$ cat src/rtl/legv8_pkg.sv
// Shared LEGv8 definitions: symbolic op codes, machine opcodes, field geometry
// and immediate range helpers used by the encoder and the control unit.
package legv8_pkg;

  typedef enum logic [3:0] {
    OP_ADD     = 4'd0,
    OP_SUB     = 4'd1,
    OP_AND     = 4'd2,
    OP_ORR     = 4'd3,
    OP_LDUR    = 4'd4,
    OP_STUR    = 4'd5,
    OP_B       = 4'd6,
    OP_CBZ     = 4'd7,
    OP_CBNZ    = 4'd8,
    OP_ADDI    = 4'd9,
    OP_SUBI    = 4'd10,
    OP_ANDI    = 4'd11,
    OP_ORRI    = 4'd12,
    OP_LSL     = 4'd13,
    OP_LSR     = 4'd14,
    OP_ILLEGAL = 4'd15
  } op_e;

  typedef enum logic [2:0] {
    FMT_R,
    FMT_SHIFT,
    FMT_I,
    FMT_D,
    FMT_B,
    FMT_CB,
    FMT_NONE
  } fmt_e;

  localparam int unsigned REG_W    = 5;
  localparam int unsigned IMM_W    = 26;
  localparam int unsigned SHAMT_W  = 6;
  localparam int unsigned I_IMM_W  = 12;
  localparam int unsigned D_ADDR_W = 9;
  localparam int unsigned CB_IMM_W = 19;

  localparam int unsigned RD_LSB    = 0;
  localparam int unsigned RN_LSB    = 5;
  localparam int unsigned SHAMT_LSB = 10;
  localparam int unsigned RM_LSB    = 16;

  localparam logic [10:0] OPC_ADD  = 11'b10001011000;
  localparam logic [10:0] OPC_SUB  = 11'b11001011000;
  localparam logic [10:0] OPC_AND  = 11'b10001010000;
  localparam logic [10:0] OPC_ORR  = 11'b10101010000;
  localparam logic [10:0] OPC_LSL  = 11'b11010011011;
  localparam logic [10:0] OPC_LSR  = 11'b11010011010;
  localparam logic [9:0]  OPC_ADDI = 10'b1001000100;
  localparam logic [9:0]  OPC_SUBI = 10'b1101000100;
  localparam logic [9:0]  OPC_ANDI = 10'b1001001000;
  localparam logic [9:0]  OPC_ORRI = 10'b1011001000;
  localparam logic [10:0] OPC_LDUR = 11'b11111000010;
  localparam logic [10:0] OPC_STUR = 11'b11111000000;
  localparam logic [5:0]  OPC_B    = 6'b000101;
  localparam logic [7:0]  OPC_CBZ  = 8'b10110100;
  localparam logic [7:0]  OPC_CBNZ = 8'b10110101;

  function automatic fmt_e op_format(input op_e op);
    case (op)
      OP_ADD, OP_SUB, OP_AND, OP_ORR:     return FMT_R;
      OP_LSL, OP_LSR:                     return FMT_SHIFT;
      OP_ADDI, OP_SUBI, OP_ANDI, OP_ORRI: return FMT_I;
      OP_LDUR, OP_STUR:                   return FMT_D;
      OP_B:                               return FMT_B;
      OP_CBZ, OP_CBNZ:                    return FMT_CB;
      default:                            return FMT_NONE;
    endcase
  endfunction

  // A signed n-bit field fits when every bit from n-1 upward equals the sign.
  function automatic logic fits_signed(input logic [IMM_W-1:0] imm, input int unsigned n);
    logic signed [IMM_W-1:0] s;
    s = $signed(imm) >>> (n - 1);
    return (s == '0) || (s == '1);
  endfunction

  function automatic logic fits_unsigned(input logic [IMM_W-1:0] imm, input int unsigned n);
    return (imm >> n) == '0;
  endfunction

endpackage

$ cat src/rtl/legv8_insn_encode.sv
// Combinational LEGv8 word builder: packs op and fields into R/shift/I/D/B/CB
// layout and flags ops or immediates that cannot be represented.
module legv8_insn_encode
  import legv8_pkg::*;
(
  input  logic [3:0]       op_i,
  input  logic [REG_W-1:0] rd_i,
  input  logic [REG_W-1:0] rn_i,
  input  logic [REG_W-1:0] rm_i,
  input  logic [IMM_W-1:0] imm_i,
  output logic [31:0]      word_o,
  output logic             legal_o
);

  logic [10:0] opc;
  fmt_e        fmt;

  always_comb begin
    opc = '0;
    fmt = op_format(op_e'(op_i));
    case (op_e'(op_i))
      OP_ADD:  opc = OPC_ADD;
      OP_SUB:  opc = OPC_SUB;
      OP_AND:  opc = OPC_AND;
      OP_ORR:  opc = OPC_ORR;
      OP_LSL:  opc = OPC_LSL;
      OP_LSR:  opc = OPC_LSR;
      OP_LDUR: opc = OPC_LDUR;
      OP_STUR: opc = OPC_STUR;
      OP_ADDI: opc = {1'b0, OPC_ADDI};
      OP_SUBI: opc = {1'b0, OPC_SUBI};
      OP_ANDI: opc = {1'b0, OPC_ANDI};
      OP_ORRI: opc = {1'b0, OPC_ORRI};
      OP_CBZ:  opc = {3'b000, OPC_CBZ};
      OP_CBNZ: opc = {3'b000, OPC_CBNZ};
      default: opc = '0;
    endcase
  end

  // Narrow opcodes sit right-aligned in opc; each format slices what it needs.
  always_comb begin
    word_o  = '0;
    legal_o = 1'b0;
    case (fmt)
      FMT_R: begin
        word_o  = {opc, rm_i, 6'b000000, rn_i, rd_i};
        legal_o = 1'b1;
      end
      FMT_SHIFT: begin
        word_o  = {opc, 5'b00000, imm_i[SHAMT_W-1:0], rn_i, rd_i};
        legal_o = fits_unsigned(imm_i, SHAMT_W);
      end
      FMT_I: begin
        word_o  = {opc[9:0], imm_i[I_IMM_W-1:0], rn_i, rd_i};
        legal_o = fits_unsigned(imm_i, I_IMM_W);
      end
      FMT_D: begin
        word_o  = {opc, imm_i[D_ADDR_W-1:0], 2'b00, rn_i, rd_i};
        legal_o = fits_signed(imm_i, D_ADDR_W);
      end
      FMT_B: begin
        word_o  = {OPC_B, imm_i};
        legal_o = 1'b1;
      end
      FMT_CB: begin
        word_o  = {opc[7:0], imm_i[CB_IMM_W-1:0], rd_i};
        legal_o = fits_signed(imm_i, CB_IMM_W);
      end
      default: begin
        word_o  = '0;
        legal_o = 1'b0;
      end
    endcase
  end

endmodule

$ cat src/rtl/legv8_insn_encoder.sv
// Program loader: accepts symbolic instructions on a valid/ready stream, encodes
// them and writes each word to instruction memory at consecutive word addresses.
module legv8_insn_encoder
  import legv8_pkg::*;
#(
  parameter int unsigned       ADDR_W    = 8,
  parameter logic [ADDR_W-1:0] BASE_ADDR = '0
) (
  input  logic              clk,
  input  logic              reset,
  input  logic              start,
  input  logic              in_valid,
  output logic              in_ready,
  input  logic [3:0]        in_op,
  input  logic [4:0]        in_rd,
  input  logic [4:0]        in_rn,
  input  logic [4:0]        in_rm,
  input  logic [25:0]       in_imm,
  input  logic              in_last,
  output logic              mem_we,
  output logic [ADDR_W-1:0] mem_addr,
  output logic [31:0]       mem_wdata,
  input  logic              mem_ack,
  output logic              busy,
  output logic              done,
  output logic              err,
  output logic [ADDR_W-2:0] count,
  output logic [1:0]        dbg_state
);

  // Stream handshake: a descriptor transfers on a rising edge where in_valid and
  // in_ready are both high; a memory write completes on an edge with mem_we and mem_ack.
  localparam logic [1:0] S_IDLE  = 2'd0;
  localparam logic [1:0] S_RUN   = 2'd1;
  localparam logic [1:0] S_WRITE = 2'd2;
  localparam logic [1:0] S_DONE  = 2'd3;

  localparam logic [ADDR_W-1:0] LAST_ADDR = {{(ADDR_W-2){1'b1}}, 2'b00};

  logic [1:0]        state_q, state_d;
  logic [ADDR_W-1:0] addr_q, addr_d;
  logic [ADDR_W-2:0] count_q, count_d;
  logic [31:0]       wdata_q, wdata_d;
  logic              err_q, err_d;
  logic              last_q, last_d;

  logic [31:0] enc_word;
  logic        enc_legal;

  legv8_insn_encode u_encode (
    .op_i    (in_op),
    .rd_i    (in_rd),
    .rn_i    (in_rn),
    .rm_i    (in_rm),
    .imm_i   (in_imm),
    .word_o  (enc_word),
    .legal_o (enc_legal)
  );

  always_comb begin
    state_d = state_q;
    addr_d  = addr_q;
    count_d = count_q;
    wdata_d = wdata_q;
    err_d   = err_q;
    last_d  = last_q;
    case (state_q)
      S_IDLE, S_DONE: begin
        if (start) begin
          err_d   = 1'b0;
          count_d = '0;
          addr_d  = BASE_ADDR;
          state_d = S_RUN;
        end
      end
      S_RUN: begin
        if (in_valid) begin
          wdata_d = enc_word;
          last_d  = in_last;
          if (enc_legal) begin
            state_d = S_WRITE;
          end else begin
            err_d   = 1'b1;
            state_d = in_last ? S_DONE : S_RUN;
          end
        end
      end
      S_WRITE: begin
        if (mem_ack) begin
          count_d = count_q + 1'b1;
          // The top word of memory was just filled; there is nowhere left to go.
          if (addr_q == LAST_ADDR) begin
            err_d   = 1'b1;
            state_d = S_DONE;
          end else begin
            addr_d  = addr_q + ADDR_W'(4);
            state_d = last_q ? S_DONE : S_RUN;
          end
        end
      end
      default: state_d = S_IDLE;
    endcase
  end

  always_ff @(posedge clk or posedge reset) begin
    if (reset) begin
      state_q <= S_IDLE;
      addr_q  <= BASE_ADDR;
      count_q <= '0;
      wdata_q <= '0;
      err_q   <= 1'b0;
      last_q  <= 1'b0;
    end else begin
      state_q <= state_d;
      addr_q  <= addr_d;
      count_q <= count_d;
      wdata_q <= wdata_d;
      err_q   <= err_d;
      last_q  <= last_d;
    end
  end

  assign in_ready  = (state_q == S_RUN);
  assign mem_we    = (state_q == S_WRITE);
  assign busy      = (state_q == S_RUN) || (state_q == S_WRITE);
  assign done      = (state_q == S_DONE);
  assign mem_addr  = addr_q;
  assign mem_wdata = wdata_q;
  assign err       = err_q;
  assign count     = count_q;
  assign dbg_state = state_q;

endmodule

$ cat config.mk
export PLATFORM = sky130hd
export DESIGN_NAME = legv8_insn_encoder
export DESIGN_NICKNAME = d
export VERILOG_FILES = /design/src/rtl/legv8_pkg.sv /design/src/rtl/legv8_insn_encode.sv /design/src/rtl/legv8_insn_encoder.sv
export SDC_FILE = /design/constraint.sdc
export NUM_CORES = 1
export LEC_CHECK = 0
export BUFFER_PORTS_ARGS = -buffer_cell sky130_fd_sc_hd__buf_2
export CAP_MARGIN = 15
export CORE_ASPECT_RATIO = 0.7
export CORE_MARGIN = 5
export CORE_UTILIZATION = 41
export CTS_CLUSTER_SIZE = 30
export DETAILED_ROUTE_END_ITERATION = 7
export GPL_ROUTABILITY_DRIVEN = 0
export GPL_TIMING_DRIVEN = 0
export PLACE_DENSITY = 0.66
export SETUP_SLACK_MARGIN = 0.3
export SLEW_MARGIN = 0
export SYNTH_ARGS = -nofsm -noshare
export SYNTH_HDL_FRONTEND = slang
export SYNTH_SLANG_ARGS = --single-unit
$ cat constraint.sdc
create_clock -name clk -period 2.9 [get_ports clk]
set_input_delay 0.29 -clock clk [delete_from_list [all_inputs] [get_ports clk]]
set_output_delay 0.29 -clock clk [all_outputs]
set_load 0.02 [all_outputs]
---- Word-level counts from Yosys, hierarchy flattened ----
Memories as Yosys holds them, arrays and structs flattened.
Index checks and enable logic that the tools add are counted.
word-level totals
  register bits ........................... 51
  bits in read-only memories .............. 224
  bits of input ports ..................... 51
  output and inout bits ................... 54
  word-level logic and storage cells ...... 67
  memories kept ........................... 2
cells by class
  $add $sub $neg .......................... 2
  equality and inequality tests ........... 17
  muxes and demuxes ....................... 23
  reduce and logical (&&, ||, !) cells .... 17
memory list
  memory            depth  width  rd ports  clocked after Yosys merged registers in  wr ports  line                     text
  (name not given)  16     11     1         0                                        0         legv8_insn_encode.sv:21  case (op_e'(op_i))
  (name not given)  16     3      1         0                                        0         legv8_pkg.sv:63          case (op)
operators by type and width
  kind                                                   number
  one-hot mux 32 bit (6 select lines)                    1
  zero test 26 bit                                       4
  == test 26 bit, second input constant                  2
  2-to-1 mux 8 bit                                       3
  one-hot mux 8 bit (2 select lines)                     1
  2-to-1 mux 2 bit                                       7
  2-to-1 mux 7 bit                                       2
  one-hot mux 7 bit (2 select lines)                     1
  adder 8 x 3 -> 8 bit, second input constant            1
  == test 8 bit, second input constant                   1
  inequality test 2 bit, second input constant           4
  adder 7 x 1 -> 7 bit, second input constant            1
  == test 3 x 2 -> 1 bit, second input constant          2
  == test 3 bit, second input constant                   2
  one-hot mux 2 bit (3 select lines)                     1
  AND reduction 3 bit                                    2
  2-to-1 mux 1 bit                                       5
  one-hot mux 1 bit (5 select lines)                     1
  AND reduction 5 bit                                    1
  == test 2 bit, second input constant                   2
  inequality test 2 x 1 -> 1 bit, second input constant  2
  AND reduction 4 bit                                    1
  OR reduction 2 bit                                     2
  == test 3 x 1 -> 1 bit, second input constant          1
  other kinds (7)                                        9

---- Logic depth before layout (Yosys ltp) ----
An unclocked memory read counts as a cell.
  depth after elaboration ................. 7
  gate-level depth with buffers ........... 10
  mapped depth without buffers ............ 7

---- Hierarchy ----
From an unflattened synthesis, not the netlist that was laid out.
second synthesis, totals
  cells, all modules ...................... 382
  area total of the unflattened synthesis .. 3,633.5 um2
modules (own cells, without submodules)
  module              instances  cells an instance  area each (um2)  sequential area each (um2)
  legv8_insn_encoder  1          182                2,255.9          1,226.2
  legv8_insn_encode   1          200                1,377.6          0.0

---- Worst setup path before layout ----
OpenSTA, ideal clock, no wires.
  path type ............................... input to register
  from .................................... input in_op[1]
  to ...................................... register wdata_q[17], in the netlist mem_wdata[17]
  library setup time ...................... 0.130 ns
  arrival time ............................ 2.182 ns
  required time ........................... 2.770 ns
  setup slack ............................. 0.588 ns
  stages .................................. 9
  cells stage by stage .................... buf_2 -> inv_1 -> ha_1 -> buf_2 -> mux2_2 -> a21boi_2 -> mux2_2 -> a222oi_1 -> a21oi_1
between the ends
  word-level cells in the longest chain between the ends .. 3
ends and longest elaborated chain
  what                                         line                       text
  start, declared                              legv8_insn_encoder.sv:14   input logic [3:0] in_op,
  memory read (16 x 3 bit) *                   n/a
  == test 3 bit, or another cell as far along  legv8_insn_encode.sv:44    case (fmt)
  one-hot mux 32 bit (6 select lines) *        legv8_insn_encode.sv:44
  end signal, assigned                         legv8_insn_encoder.sv:117  wdata_q <= wdata_d;
  end, declared                                legv8_insn_encoder.sv:43   logic [31:0] wdata_q, wdata_d;
Every way passes the cells marked *; elsewhere a longest branch is shown, timed or not.
A chain may end at the register's enable or synchronous reset.

---- Final worst setup path ----
  from .................................... input in_op[1]
  to ...................................... register wdata_q[0], in the netlist mem_wdata[0]
Same word-level chain as after synthesis.

==> results.cfg <==
[die]
rows = 27
dieHeight_um = 85.7
die_w_um = 118
initial_core_util_pct = 42.4
dieArea_sq_um = 10100
boundaryPins = 105
core-area_sq_um = 7910

[layout]
regArea_sq_um = 1230
layout_common_cells = 111 x buf_2, 50 x nand2_1, 49 x dfrtp_1
multi_input_area_sq_um = 1970
layout-drive-gt1-share_pct = 28.2
n_fill_cell = 774
postLayoutCellArea_sq_um = 4180
antenna_cells = 0
area_delta_synth_final_pct = 24.8
final_nets = 565
layout_commonest_cell = buf_2

[global_route]
grt_pass1_vias = 3287
grt_max_degree = 30
grt_pass1_wl_mm = 17.6
grt_antenna_before_repair = 0
grt_use_total_pct = 21.2
globalRoute.totalOverflow = 0

[placement]
hpwl_mm = 8.68
dpl_cell_area_sq_um = 4010
io_buffer_count = 102
place_worst_setup_slack_ps = 55.9

[critical_path]
critical-path-top-delay-family = compound AO/OA/AOI/OAI gates
r2r_cells = 8
start_kind = input pin
critPathArrivalTime_ps = 2600
cpPeakStageDelay_ps = 540
critPathCaptureType = register
r2r-end = mem_addr[5]
cpMostUsedCell = buf_2
regToRegStartpoint = dbg_state[0]
rrSetupSlack_ps = 530
path_cells = buf_2 -> buf_2 -> inv_1 -> ha_1 -> nand4_1 -> a32oi_2 -> o21ai_2 -> clkbuf_1 -> o21ai_0
path_max_fanout = 10
worst_path_max_delay_cell = a32oi_2
cp_num_buf_inv = 4
worstPathRequired_ps = 3110
critPathKind = input pin to register

[synthesis]
yosys-top-cells-area = dfrtp_1 37%, nand2_1 5.6%, o21ai_0 5.1%, ha_1 4.1%, mux2i_1 3.6%
avgSynthCellArea_sq_um = 8.57
ys_types = 55
synth.ff_latch_count = 49
synthFlopType = dfrtp_1
synth_edf_count = 0
ys_warn_count = 0
synth_seq_area_share_pct = 36.6
synth_top_cell_by_area = dfrtp_1
async_flop_share_pct = 100
syn-cell-area_sq_um = 3350
syn-instance-count = 391
synth.top_cell.area_share_pct = 36.6

[sta]
tightest_slew_ps = 779
setup-violations-final = 0
setup_tns_ps = 0
layout_setup_ws_ps = 503
slew_violations = 0
hold_ws_ps = 0.984
rsz0062_at_grt = no
layout_min_cycle_time_ps = 2400
skew_ps = 3.93
slew_headroom_pct = 47.9
finalCritPeriodShare_pct = 82.7
hold_viol = 0
timing.fmax_ghz = 0.417

[detailed_routing]
ant_nets = 0
drc = 0
drt_iter0_markers = 507
drtPass1Iterations = 7
finalWirelength_mm = 11.0
vias = 3531
viasPerCell = 5.84
routedWlPerCell_um = 18.2

[clocking]
cts_root_buf = clkbuf_16
path_clk_slew_ps = 70
htree_levels = 2
clockBufferDepth = 2
cts.sinks = 49
cts_tree = built
cts_hold_buf = 0
insertion_delay_ps = 290
numCtsBuffers = 5

[job]
max-cap-violations = 0

[power_and_ir_drop]
power_density_nw_per_um2 = 793
p_leak_nw = 1.96
peakVddDrop_v = 0.000440

[outcome]
status = finished clean

[hold_path]
hold_path_class = input pin to asynchronous set/reset pin
-- per-stage QoR --
step / cells / util [%] / power [mW]
finish: 605 / 52.9 / 3.32
detailed placement: 596 / 50.8 / 2.72
global placement: 595 / 50.5 / 2.70
floorplan: 392 / - / 2.14
CTS: 604 / 52.7 / 3.33
global route: 605 / 52.9 / 3.56
-- cell families after synthesis --
group / count (synthesis) / share of synthesized area (%)
XOR/XNOR: 7 / 1.83
flip-flops: 49 / 36.6
AND/OR/NAND/NOR: 143 / 20.7
AO/OA/AOI/OAI: 124 / 25.6
multiplexers: 18 / 5.94
adder cells (fa/ha/maj): 11 / 4.11
buffers and inverters: 38 / 5.15
other: 1 / 0.112
-- Yosys cell counts (all sizes together), types with 5 or more instances --
| cell | count |
|---|---|
| a2bb2oi | 6 |
| dfrtp | 49 |
| mux2 | 5 |
| a21oi | 19 |
| clkbuf | 10 |
| a221oi | 8 |
| a222oi | 10 |
| nor3 | 8 |
| xnor2 | 6 |
| nor4 | 7 |
| o21ai | 39 |
| nand4 | 6 |
| nor2 | 32 |
| a22oi | 9 |
| a31oi | 6 |
| nand2 | 50 |
| nand3 | 5 |
| ha | 11 |
| inv | 15 |
| mux2i | 12 |
| nor2b | 9 |
| buf | 13 |
-- routing by layer --
metal | vias to the layer above | wire (um) | track usage (%)
li1 | 1674 | - | -
met1 | 1648 | 5390 | 33.3
met2 | 199 | 4260 | 28.9
met3 | 10 | 1290 | 6.26
met4 | 0 | 68 | 3.23
met5 | - | 0 | 0
-- worst max path at each step --
stage,start,endpoint,cells after the start
floorplan,in_op[1],mem_wdata[17],9
global placement,in_op[1],mem_wdata[20],10
detailed placement,in_op[1],mem_wdata[20],10
CTS,in_op[1],mem_wdata[20],10
global route,in_op[1],mem_wdata[15],9
finish,in_op[1],mem_wdata[0],9
-- report_power, final --
group / internal (mW) / switching, mW / total, mW
Combinational: 0.565 / 1.07 / 1.64
Clock: 0.326 / 0.272 / 0.598
Sequential: 0.931 / 0.152 / 1.08
-- state kept, by name, indices dropped and copies added (netlist names) --
register   cells
count          7
dbg_state      2
err            1
last_q         1
mem_addr       6
mem_wdata     32
-- cell type report --
class	count	share of cell area (%)
Buffer	23	2.81
Clock buffer	5	2.99
Clock inverter	3	0.628
Inverter	15	1.35
Multi-Input combinational cell	305	47.0
Sequential cell	49	29.3
Tap cell	101	3.02
Timing Repair Buffer	104	12.9
-- what timing repair did --
item	in CTS	in global routing
gates resized for setup	0	4
setup buffers	0	1
setup endpoints to repair	0	16
Note: power is estimated with default switching activity, not from simulation.
